`src/rtl/secded_dec_pipe.sv`:
```
`default_nettype none
// ============================================================================
// Module   : secded_dec_pipe
// Purpose  : Two-stage pipelined Hsiao SECDED decoder with valid/ready flow
//            control, saturating error counters and first-UE syndrome log.
// Revision : 1.0 - initial release
// ============================================================================
module secded_dec_pipe #(
   parameter int DATA_W = 32,
   parameter int CHK_W  = 7,
   parameter int CNT_W  = 16
) (
   input  logic                     clk,
   input  logic                     rst_n,
   input  logic                     in_valid,
   output logic                     in_ready,
   input  logic [DATA_W+CHK_W-1:0]  in,
   output logic                     out_valid,
   input  logic                     out_ready,
   output logic [DATA_W+CHK_W-1:0]  out,
   output logic [CHK_W-1:0]         syn,
   output logic                     sgl,
   output logic                     dbl,
   input  logic                     cnt_clr,
   output logic [CNT_W-1:0]         ce_cnt,
   output logic [CNT_W-1:0]         ue_cnt,
   output logic                     ue_log_vld,
   output logic [CHK_W-1:0]         ue_log_syn
);

   localparam int N       = DATA_W + CHK_W;
   localparam int CHK_MIN = (DATA_W <= 32) ? 7 : 8;
   localparam logic [CNT_W-1:0] CNT_MAX = '1;

   // Number of available odd-weight (3 or 5) columns for this check width.
   function automatic int n_cols();
      int cnt;
      cnt = 0;
      for (int v = 1; v < (1 << CHK_W); v++) begin
         if ($countones(v) == 3 || $countones(v) == 5) cnt++;
      end
      return cnt;
   endfunction

   // H-matrix column for codeword bit b: data bits take the b-th odd-weight
   // vector (weight 3 ascending, then weight 5 ascending); check bits are unit.
   function automatic logic [CHK_W-1:0] col_of(input int b);
      int               cnt;
      logic [CHK_W-1:0] col;
      cnt = 0;
      col = '0;
      if (b >= DATA_W) begin
         col[b - DATA_W] = 1'b1;
      end else begin
         for (int w = 3; w <= 5; w += 2) begin
            for (int v = 1; v < (1 << CHK_W); v++) begin
               if ($countones(v) == w) begin
                  if (cnt == b) col = v[CHK_W-1:0];
                  cnt++;
               end
            end
         end
      end
      return col;
   endfunction

   if (DATA_W < 8 || DATA_W > 64 || CHK_W < CHK_MIN || n_cols() < DATA_W) begin : g_param_check
      $error("secded_dec_pipe: unsupported DATA_W/CHK_W combination");
   end

   logic                r_v1;
   logic [N-1:0]        r_s1_cw;
   logic [CHK_W-1:0]    r_s1_syn;
   logic [CHK_W-1:0]    w_col_term [N];
   logic [N-1:0]        w_match;
   logic [CHK_W-1:0]    w_syn;
   logic [N-1:0]        w_cw_corr;
   logic                w_sgl;
   logic                w_dbl;
   logic                w_adv1;
   logic                w_adv2;
   logic                w_xfer;
   logic [CNT_W-1:0]    w_ce_base;
   logic [CNT_W-1:0]    w_ue_base;
   logic [CNT_W-1:0]    w_ce_nxt;
   logic [CNT_W-1:0]    w_ue_nxt;
   logic                w_log_vld_base;
   logic [CHK_W-1:0]    w_log_syn_base;
   logic                w_log_vld_nxt;
   logic [CHK_W-1:0]    w_log_syn_nxt;

   // Per-bit H column contribution for stage 1 and column match for stage 2.
   for (genvar b = 0; b < N; b++) begin : g_col
      localparam logic [CHK_W-1:0] COL = col_of(b);
      assign w_col_term[b] = in[b] ? COL : '0;
      assign w_match[b]    = (r_s1_syn == COL);
   end

   assign w_adv2   = ~out_valid | out_ready;
   assign w_adv1   = ~r_v1 | w_adv2;
   assign in_ready = w_adv1;
   assign w_xfer   = out_valid & out_ready;

   // Syndrome of the incoming codeword: XOR of the columns of all set bits.
   always_comb begin
      w_syn = '0;
      for (int b = 0; b < N; b++) w_syn = w_syn ^ w_col_term[b];
   end

   // Classification: a column match can only occur for an odd-weight syndrome,
   // so the match vector doubles as the single-bit flip mask.
   always_comb begin
      w_sgl     = |w_match;
      w_dbl     = (r_s1_syn != '0) && !w_sgl;
      w_cw_corr = r_s1_cw ^ w_match;
   end

   // Stage 1: capture codeword and its syndrome.
   always_ff @(posedge clk or negedge rst_n) begin
      if (!rst_n) begin
         r_v1     <= 1'b0;
         r_s1_cw  <= '0;
         r_s1_syn <= '0;
      end else if (w_adv1) begin
         r_v1 <= in_valid;
         if (in_valid) begin
            r_s1_cw  <= in;
            r_s1_syn <= w_syn;
         end
      end
   end

   // Stage 2: capture corrected word and classification; holds while stalled.
   always_ff @(posedge clk or negedge rst_n) begin
      if (!rst_n) begin
         out_valid <= 1'b0;
         out       <= '0;
         syn       <= '0;
         sgl       <= 1'b0;
         dbl       <= 1'b0;
      end else if (w_adv2) begin
         out_valid <= r_v1;
         if (r_v1) begin
            out <= w_cw_corr;
            syn <= r_s1_syn;
            sgl <= w_sgl;
            dbl <= w_dbl;
         end
      end
   end

   // Counter/log next state: clear first, then apply this cycle's transfer.
   always_comb begin
      w_ce_base      = cnt_clr ? '0 : ce_cnt;
      w_ue_base      = cnt_clr ? '0 : ue_cnt;
      w_log_vld_base = cnt_clr ? 1'b0 : ue_log_vld;
      w_log_syn_base = cnt_clr ? '0 : ue_log_syn;
      w_ce_nxt       = w_ce_base;
      w_ue_nxt       = w_ue_base;
      w_log_vld_nxt  = w_log_vld_base;
      w_log_syn_nxt  = w_log_syn_base;
      if (w_xfer && sgl && (w_ce_base != CNT_MAX)) w_ce_nxt = w_ce_base + CNT_W'(1);
      if (w_xfer && dbl && (w_ue_base != CNT_MAX)) w_ue_nxt = w_ue_base + CNT_W'(1);
      if (w_xfer && dbl && !w_log_vld_base) begin
         w_log_vld_nxt = 1'b1;
         w_log_syn_nxt = syn;
      end
   end

   // Counter and log registers.
   always_ff @(posedge clk or negedge rst_n) begin
      if (!rst_n) begin
         ce_cnt     <= '0;
         ue_cnt     <= '0;
         ue_log_vld <= 1'b0;
         ue_log_syn <= '0;
      end else begin
         ce_cnt     <= w_ce_nxt;
         ue_cnt     <= w_ue_nxt;
         ue_log_vld <= w_log_vld_nxt;
         ue_log_syn <= w_log_syn_nxt;
      end
   end

endmodule
`default_nettype wire

```
`config.mk`:
```
export PLATFORM = sky130hd
export DESIGN_NAME = secded_dec_pipe
export DESIGN_NICKNAME = d
export VERILOG_FILES = /design/src/rtl/secded_dec_pipe.sv
export SDC_FILE = /design/constraint.sdc
export NUM_CORES = 1
export LEC_CHECK = 0
export BUFFER_PORTS_ARGS = -buffer_cell sky130_fd_sc_hd__buf_2
export CAP_MARGIN = 20
export CORE_MARGIN = 2
export CORE_UTILIZATION = 55
export DETAILED_ROUTE_END_ITERATION = 16
export GPL_ROUTABILITY_DRIVEN = 0
export PLACE_DENSITY_LB_ADDON = 0.25
export SYNTH_ARGS = -nofsm -noshare
export SYNTH_HDL_FRONTEND = slang
export SYNTH_SLANG_ARGS = --single-unit
```
`constraint.sdc`:
```
create_clock -name clk -period 2.9 [get_ports clk]
set_input_delay 0.29 -clock clk [delete_from_list [all_inputs] [get_ports clk]]
set_output_delay 0.29 -clock clk [all_outputs]
set_load 0.1 [all_outputs]
```
==> impl_summary.log <==
[metrics] clock transition at the registers of the reported paths: around 0.050 ns
[metrics] type of the worst min-delay path: in -> reg
[metrics] synthesized cell area: 7290 um^2
[metrics] wire length reported by the detailed router: 17600 um
[metrics] portion of the clock cycle consumed by the worst path in the final layout: 0.755
[metrics] DR vias: about 5800
[metrics] commonest non-fill, non-tap cell in the layout: sky130_fd_sc_hd__dfrtp_1
[metrics] fill cell count: approximately 1100
[metrics] num ports: about 130
[metrics] final routed DRC violation total: 0
[metrics] TritonCTS clock tree: built
[metrics] CP peak stage delay: just under 0.4 ns
[metrics] total clock buffers created by CTS: 17
[metrics] final cell utilization of the core: 0.669
[metrics] top-area cell type share of the netlist area: 0.467
[metrics] total power: around 0.0087 W
[metrics] # resized after CTS: 0
[metrics] MaxCap Viol Count: 0
[metrics] Clock Root Buffer: sky130_fd_sc_hd__clkbuf_16
[metrics] number of search-and-repair iterations in the first detailed-routing pass: 6
[metrics] WP data required: 3.20 ns
[metrics] worst setup path category: reg -> reg
[metrics] commonest non-fill, non-tap cells in the layout: 135 x sky130_fd_sc_hd__dfrtp_1, 132 x sky130_fd_sc_hd__buf_2, 94 x sky130_fd_sc_hd__xnor2_1
[metrics] hold slack: roughly 0.096 ns
[metrics] wire length of the first global-routing pass: between 20000 and 30000 um
[metrics] headroom to the max-slew limit: 0.495
[metrics] overflow left after global routing: 0
[metrics] Antenna diodes: 0
[metrics] register area share after synthesis: 0.467
[metrics] setup skew after layout: approximately 0.0080 ns
[metrics] power per cell area: approximately 1000 nW/um^2
[metrics] critical path endpoint category: flip-flop
[metrics] worst-case vdd ir drop: between 0.5 and 0.6 mV
[metrics] prevailing post-synth register cell: sky130_fd_sc_hd__dfrtp_1
[metrics] share of cells above drive strength 1: 0.283
[metrics] arrival time of the worst setup path: between 2 and 2.5 ns
[metrics] Die Area: 14200 um^2
[metrics] maximum fanout along the worst path: 5
[metrics] Post-synth EDFFs: 0
[metrics] Final Hold Fails: 0
[metrics] Gate Count Post-Synth: 714
[metrics] synthesized netlist net count: 760
[metrics] number of rows in the core area: 42
[metrics] via count of the first global-routing pass: 5682
[metrics] Die X-Extent: ~120 um
[metrics] Fmax: 0.457 GHz
[metrics] deepest level of the CTS H-tree: 4
[metrics] Final Net Count: 887
[metrics] Post-synth ARST share: 1.00
[metrics] CP startpoint kind: flip-flop
[metrics] cell area after layout: around 8800 um^2
[metrics] core box area: 13100 um^2
[metrics] RSZ-0062 raised after global routing: no
[metrics] count of yosys warnings during synthesis: 0
[metrics] register bit count reported by yosys: about 140
[metrics] routed len/inst: 17.0 um
[metrics] Clock Latency Late Sink: 0.42 ns
[metrics] Pins Over Slew Limit: 0
[metrics] library cell occupying the most area in the post-synthesis netlist: sky130_fd_sc_hd__dfrtp_1
[metrics] DRT iter0 DRCs: between 400 and 500
[metrics] critical path cell sequence: nor2b_1 -> ha_1 -> nand4_1 -> nor3b_1 -> nand3_1 -> nand2_1 -> mux2_2
[metrics] number of library cell types mapped by synthesis: just over 60
[metrics] number of buffer cells added on primary ports: approximately 130
[metrics] run status: complete, no violations
[metrics] overall routing resource usage: 0.259
[metrics] starting density of the core: 0.557
[metrics] worst slew pin tran: roughly 0.76 ns
[metrics] height of the chip: between 100 and 150 um
[metrics] standby leakage power: ~3.8 nW
[metrics] number of sinks driven by the clock tree: about 140
[metrics] final sum of negative setup slack: 0 ns
[metrics] final critical path time including I/O delays and setup: approximately 2.2 ns
[metrics] detailed placer's ending HPWL: between 10000 and 15000 um
[metrics] via-per-instance ratio: around 5.6
[metrics] post-route ant nets: 0
[metrics] standard cell with the maximum stage delay on the critical path: sky130_fd_sc_hd__nor3b_1
[metrics] worst-case clock buffer depth: 2
[metrics] post-synthesis area per instance: 10.2 um^2
[metrics] count of buffers added by post-CTS timing repair for setup: 0
[metrics] number of endpoints failing setup at the final stage: 0
[metrics] cell area reported after detailed placement: 8110 um^2
[metrics] kind of cell adding the most delay to the critical path: simple AND/OR/NAND/NOR gates
[metrics] pin count of the biggest net entering global routing: 83
[metrics] area growth from synthesis to layout: 20.1%
[metrics] synth top area cells: sky130_fd_sc_hd__dfrtp_1 47%, sky130_fd_sc_hd__xnor2_1 11%, sky130_fd_sc_hd__mux2_2 7.3%
[metrics] antenna violations before repair: 0
[metrics] crit path buf inv count: 0
## per-layer routing
layer / part of all wire / wire [um] / GRT usage / vias to the layer above
met5: 0 / 0 / 0 / -
met4: 0.022 / 389 / 0.0871 / 0
met3: 0.061 / 1060 / 0.0613 / 42
met2: 0.50 / 8730 / 0.432 / 212
met1: 0.42 / 7360 / 0.333 / 2807
li1: - / - / - / 2703
## logic make-up after synthesis
kind of cell	Yosys count	share of synthesized area
buffers and inverters	37	0.0233
AOI/OAI and AO/OA	107	0.0903
DFF	136	0.467
and+or+nand+nor	245	0.171
muxes	49	0.0755
xor gates and xnor gates	138	0.170
adders and majority gates	2	0.00343
## final cells by class
cell class / instances / area, um^2 / area share
inverter: 4 / 15.0 / 0.00172
clock buffer: 26 / 529 / 0.0605
tap: 176 / 220 / 0.0252
timing repair buffer: 141 / 759 / 0.0868
multi-input combinational: 541 / 3720 / 0.425
sequential: 136 / 3400 / 0.389
clock inverter: 6 / 109 / 0.0124
## flip-flops by register name, summed over array words and instances, names as in the netlist
| signal | flops |
|---|---|
| ue_log_syn | 7 |
| dbl | 1 |
| r_s1_cw | 39 |
| r_v1 | 1 |
| syn | 7 |
| ce_cnt | 16 |
| out | 39 |
| r_s1_syn | 7 |
| ue_cnt | 16 |
| sgl | 1 |
| ue_log_vld | 1 |
| out_valid | 1 |
## worst paths after layout
check                      slack (ns)  depth (start not counted)           startpoint                   endpoint
setup / recovery                 0.71                          7  ce_cnt[0]$_DFF_PN0_        ce_cnt[1]$_DFF_PN0_
hold / removal                    0.1                          2             in_valid           r_v1$_DFFE_PN0N_
setup reg to reg                 0.71                          7  ce_cnt[0]$_DFF_PN0_        ce_cnt[1]$_DFF_PN0_
hold reg to reg                  0.49                          2   syn[5]$_DFFE_PN0P_  ue_log_syn[5]$_DFFE_PN0P_
max in group asynchronous        1.62                          3                rst_n  ue_log_syn[1]$_DFFE_PN0P_
min in group asynchronous        0.48                          2                rst_n        ce_cnt[2]$_DFF_PN0_
## power by group
group          total [W]  leakage, nW  internal, W  switching, W
combinational    0.00373         1.79     0.000874       0.00285
sequential       0.00272         1.65      0.00228      0.000441
clock            0.00228        0.317      0.00151      0.000770
total            0.00873         3.76      0.00466       0.00406
## synthesized netlist by cell type (all sizes together) (4+ instances only)
library cell / instances
nor2b: 12
dfrtp: 136
or3: 8
nor3b: 4
buf: 16
xnor2: 94
nand4: 13
and3: 8
o21ai: 16
mux2: 48
nor2: 78
nand3b: 4
nand2: 62
nor3: 9
xor2: 42
clkbuf: 17
nand2b: 11
and2b: 5
nand3: 18
o211ai: 10
inv: 4
a21oi: 58
a211oi: 4
## through the flow
stage                     setup slack (ns)  instances
after floorplan                     0.0552        714
after global placement               0.556        997
after detailed placement             0.498        997
after CTS                            0.717       1030
after global routing                 0.523       1030
final                                0.711       1030
## what timing repair did
item,CTS,global route
setup endpoints to repair,0,0
endpoints found under the hold margin,80,0
hold buffers,1,0
Note: power is estimated with default switching activity, not from simulation.
